**src/rtl/eq_band_scheduler.sv**
```systemverilog
// Graphic-EQ band controller: stages per-band gains, serialises coefficient
// updates onto a shared gain bus and broadcasts the sample-advance strobe.
module eq_band_scheduler #(
  parameter int unsigned N_BANDS     = 10,
  parameter int unsigned BAND_W      = 4,
  parameter int unsigned SET_CYCLES  = 4,
  parameter int unsigned NEXT_CYCLES = 2
) (
  input  logic               i_clk,
  input  logic               i_rst,
  input  logic               i_wr,
  input  logic [BAND_W-1:0]  i_wr_band,
  input  logic [15:0]        i_wr_gain,
  input  logic               i_sample_valid,
  output logic [N_BANDS-1:0] o_set,
  output logic [15:0]        o_gain,
  output logic               o_next,
  output logic               o_busy,
  output logic [N_BANDS-1:0] o_pending,
  output logic               o_err,
  output logic               o_overrun
);

  localparam int unsigned GAIN_W  = 16;
  localparam int unsigned CNT_MAX = (SET_CYCLES > NEXT_CYCLES) ? SET_CYCLES : NEXT_CYCLES;
  localparam int unsigned CNT_W   = $clog2(CNT_MAX + 1);

  localparam logic [1:0] S_IDLE = 2'd0;
  localparam logic [1:0] S_NEXT = 2'd1;
  localparam logic [1:0] S_GAP  = 2'd2;
  localparam logic [1:0] S_SET  = 2'd3;

  logic [1:0]         state_q, state_d;
  logic [CNT_W-1:0]   cnt_q, cnt_d;
  logic [GAIN_W-1:0]  gain_q [N_BANDS];
  logic [GAIN_W-1:0]  gain_d [N_BANDS];
  logic [N_BANDS-1:0] dirty_d;
  logic [BAND_W-1:0]  rr_q, rr_d;
  logic               pend_q, pend_d;
  logic [N_BANDS-1:0] set_d;
  logic [GAIN_W-1:0]  bus_d;
  logic               next_d, err_d, ovr_d;
  logic [BAND_W-1:0]  pick, idx;
  logic               pick_valid;

  // Round-robin search for the first dirty band starting at rr
  always_comb begin
    pick       = '0;
    pick_valid = 1'b0;
    idx        = rr_q;
    for (int unsigned i = 0; i < N_BANDS; i++) begin
      if (!pick_valid && o_pending[idx]) begin
        pick       = idx;
        pick_valid = 1'b1;
      end
      idx = (idx == BAND_W'(N_BANDS - 1)) ? '0 : idx + BAND_W'(1);
    end
  end

  // Next-state, staging and registered-output values
  always_comb begin
    state_d = state_q;
    cnt_d   = cnt_q;
    gain_d  = gain_q;
    dirty_d = o_pending;
    rr_d    = rr_q;
    pend_d  = pend_q;
    set_d   = '0;
    bus_d   = o_gain;
    next_d  = o_next;
    err_d   = 1'b0;
    ovr_d   = 1'b0;

    case (state_q)
      S_IDLE: begin
        if (i_sample_valid || pend_q) begin
          state_d = S_NEXT;
          cnt_d   = '0;
          next_d  = 1'b1;
          pend_d  = 1'b0;
        end else if (pick_valid) begin
          state_d        = S_SET;
          cnt_d          = '0;
          set_d[pick]    = 1'b1;
          bus_d          = gain_q[pick];
          dirty_d[pick]  = 1'b0;
          rr_d           = (pick == BAND_W'(N_BANDS - 1)) ? '0 : pick + BAND_W'(1);
        end
      end
      S_NEXT: begin
        if (cnt_q == CNT_W'(NEXT_CYCLES - 1)) begin
          next_d  = 1'b0;
          state_d = S_GAP;
        end else begin
          cnt_d = cnt_q + CNT_W'(1);
        end
      end
      S_GAP: state_d = S_IDLE;
      S_SET: begin
        if (cnt_q == CNT_W'(SET_CYCLES - 1)) state_d = S_IDLE;
        else cnt_d = cnt_q + CNT_W'(1);
      end
      default: state_d = S_IDLE;
    endcase

    // A sample arriving while busy is deferred; a second one is dropped
    if (state_q != S_IDLE && i_sample_valid) begin
      ovr_d  = pend_q;
      pend_d = 1'b1;
    end

    // Writes override the launch clear so a same-cycle rewrite stays dirty
    if (i_wr) begin
      if (32'(i_wr_band) < N_BANDS) begin
        gain_d[i_wr_band]  = i_wr_gain;
        dirty_d[i_wr_band] = 1'b1;
      end else begin
        err_d = 1'b1;
      end
    end
  end

  always_ff @(posedge i_clk or posedge i_rst) begin
    if (i_rst) begin
      state_q   <= S_IDLE;
      cnt_q     <= '0;
      for (int i = 0; i < N_BANDS; i++) gain_q[i] <= '0;
      o_pending <= '0;
      rr_q      <= '0;
      pend_q    <= 1'b0;
      o_set     <= '0;
      o_gain    <= '0;
      o_next    <= 1'b0;
      o_busy    <= 1'b0;
      o_err     <= 1'b0;
      o_overrun <= 1'b0;
    end else begin
      state_q   <= state_d;
      cnt_q     <= cnt_d;
      gain_q    <= gain_d;
      o_pending <= dirty_d;
      rr_q      <= rr_d;
      pend_q    <= pend_d;
      o_set     <= set_d;
      o_gain    <= bus_d;
      o_next    <= next_d;
      o_busy    <= (state_d != S_IDLE);
      o_err     <= err_d;
      o_overrun <= ovr_d;
    end
  end

endmodule

```
**config.mk**
```make
export PLATFORM = sky130hd
export DESIGN_NAME = eq_band_scheduler
export DESIGN_NICKNAME = d
export VERILOG_FILES = /design/src/rtl/eq_band_scheduler.sv
export SDC_FILE = /design/constraint.sdc
export NUM_CORES = 1
export LEC_CHECK = 0
export CORE_ASPECT_RATIO = 0.8
export CORE_UTILIZATION = 66
export CTS_CLUSTER_DIAMETER = 120
export DETAILED_ROUTE_END_ITERATION = 8
export HOLD_SLACK_MARGIN = 0.1
export PLACE_DENSITY = 0.87
export SETUP_SLACK_MARGIN = 0.3
export SYNTH_ARGS = -nofsm -noshare
export SYNTH_HDL_FRONTEND = slang
export SYNTH_SLANG_ARGS = --single-unit
```
**constraint.sdc**
```tcl
create_clock -name i_clk -period 19.7 [get_ports i_clk]
set_input_delay 2.955 -clock i_clk [delete_from_list [all_inputs] [get_ports i_clk]]
set_output_delay 2.955 -clock i_clk [all_outputs]
set_load 0.005 [all_outputs]
```
==> results.ini <==
[clock_network]
cts_tree = done
cts_setup_buffers = 0
cts_resized = 0
clkLatencyLatePin_ns = 0.50
clk_pin_slew_worst_paths_ns = 0.06
h-tree-depth = 1
ctsHoldBuffers = 0
cts_root_buf = clkbuf_16
cts_buffers = 21
clock-sinks = 210
cts-root-to-sink-buffers = 3

[final_layout]
layout_commonest_cell = dfrtp_1
final_cell_mix = dfrtp_1, mux2_2, nand2_1
drive_above_1_share_pct = 23.3
area.growth.synth_to_final_pct = 10.8
fin_nets = 1186
fin_cells = 1386
post-route-cell-area_um2 = 13400
diodes = 0

[grt]
top_usage_layer = met2
grtUsageMet2_pct = 54.1
grt_max_degree = 141
grt_use_total_pct = 34.4
grt_pass1_vias = 9223
grt_pass1_wl_mm = 50.7
antenna_found_initial = 0
globalRouteOverflowTotal = 0
grtUsageMet3_pct = 5.85
use_met1_pct = 49.5

[worst_setup_path]
required_ns = 20.07
critical-path-max-stage-delay_ns = 0.83
rrSetupSlack_ns = 8.65
worst_ep_arrival_time_ns = 11.42
end_kind = register
path_class = register to register
cpMaxStageDelayCell = dfrtp_1
start_kind = register
critPathMaxFanout = 41

[synth]
synthDistinctLibCells = 99
ys.flop_type = dfrtp_1
synth_nets = 1172
synth-edff-count = 0
syn_inst = 1133
ys_seq_area_share_pct = 43.5
synth_seq_cells = 210
synthArstFlopShare_pct = 100
ys_warn_count = 0
syn_area_um2 = 12100
synth.avg_cell_area_um2 = 10.7

[route]
dr.pass1.iters = 5
wl_mm = 31.9
detail-route-antenna-nets = 0
via_count = 9560
routedWlPerCell_um = 23.0
drcViolationCount = 0
drt_iter0_drc = 862
viasPerCell = 6.90

[floorplanning]
start_util_pct = 68.5
io_pins = 64
core-area_um2 = 17600
die-height_um = 123
dieWidth_um = 153
die-area_um2 = 18900
row_count = 43

[sta]
tightest_slew_ns = 1.25
final_max_slew_viol_count = 0
finalSetupTns_ns = 0
rsz0062_at_grt = false
period_share_pct = 56.1
clock_skew_ns = 0.0162
setup_viol_count_final = 0
fmax_mhz = 90.5
hold_viol = 0
period_minus_slack_ns = 11.05
maxSlewHeadroom_pct = 16.5
holdWs_ns = 0.503

[run]
maxCapViolCount = 0

[place]
portBuffers = 63
finalWeightedCongestion = 0.986
dp_hpwl_mm = 20.5
place_inst = 1349
place_area_um2 = 12700

[outcome]
status = complete, no violations

[worst_hold_path]
hold_class = register to register

critical path: cells and delay by family (launching register included):
kind / cells / cell delay (ns)
compound gates: 13 / 3.92
simple gates: 10 / 2.36
fa+ha+maj: 6 / 1.74
buf+inv: 7 / 1.24
flops: 1 / 0.83
mux: 2 / 0.55
xor+xnor: 1 / 0.28
final timing paths:
kind | from | end | depth (start not counted)
worst max-delay path | rr_q[2] | o_gain[8] | 39
worst min-delay path | gain_q[11] | gain_q[11] | 1
worst max register to register | rr_q[2] | o_gain[8] | 39
worst min register to register | gain_q[11] | gain_q[11] | 1
max in group asynchronous | i_rst | o_busy | 3
min in group asynchronous | i_rst | gain_q[27] | 2
stage by stage:
step | setup WS [ns] | util, %
after floorplan | 10.61 | -
after global placement | 9.35 | 72.1
after detailed placement | 8.87 | 72.1
after CTS | 8.85 | 75.9
after global routing | 7.75 | 75.9
final | 8.65 | 75.9
state kept, by name, summed over array words and instances (netlist names):
signal	flops
state_q	2
gain_q	160
cnt_q	3
o_overrun	1
pend_q	1
rr_q	4
o_pending	10
o_set	10
o_gain	16
o_busy	1
o_next	1
o_err	1
routing by layer:
layer | share of wire, % | wire, um
met5 | 0 | 0
met4 | 2.2 | 699
met3 | 7.9 | 2530
met2 | 46 | 14600
met1 | 44 | 14100
logic make-up after synthesis:
| family | Yosys count | share of synthesized area, % |
|---|---|---|
| simple gates | 282 | 11.9 |
| compound gates | 274 | 17.9 |
| mux | 210 | 19.7 |
| flops | 210 | 43.5 |
| buf+inv | 133 | 4.76 |
| fa+ha+maj | 15 | 1.55 |
| xor+xnor | 9 | 0.766 |
cell usage after synthesis (all sizes together), types with 6 or more instances:
cell / count / area [um2]
a21oi: 24 / 135
nand2b: 10 / 62.6
o22ai: 6 / 37.5
o211ai: 10 / 75.1
clkbuf: 33 / 124
a211oi: 23 / 178
a21boi: 7 / 56.3
mux2: 198 / 2230
a22oi: 17 / 128
a311oi: 17 / 149
mux2i: 10 / 100
ha: 15 / 188
o2111ai: 7 / 61.3
or3: 7 / 48.8
o21bai: 6 / 48.8
nor2: 62 / 233
and3: 6 / 37.5
nand2: 97 / 367
xnor2: 6 / 52.6
nor2b: 15 / 93.8
o21ai: 43 / 219
nand3: 20 / 100
nor3: 29 / 214
or2: 6 / 37.5
a221oi: 20 / 175
a31oi: 28 / 205
buf: 52 / 272
a311o: 18 / 180
dfrtp: 210 / 5260
inv: 48 / 180
and2: 8 / 55.1
cell type report:
cell class              instances  area, um2
multi-input cells             790       6270
flip-flops and latches        210       5260
fillers                      1136       4250
repair buffers                 76        728
clock buffers                  29        566
well taps                     225        282
inverters                      48        188
clock inverters                 8        104
Power is not shown: default switching activity piles up to over one toggle a cycle in this logic, so the estimate is an artifact.
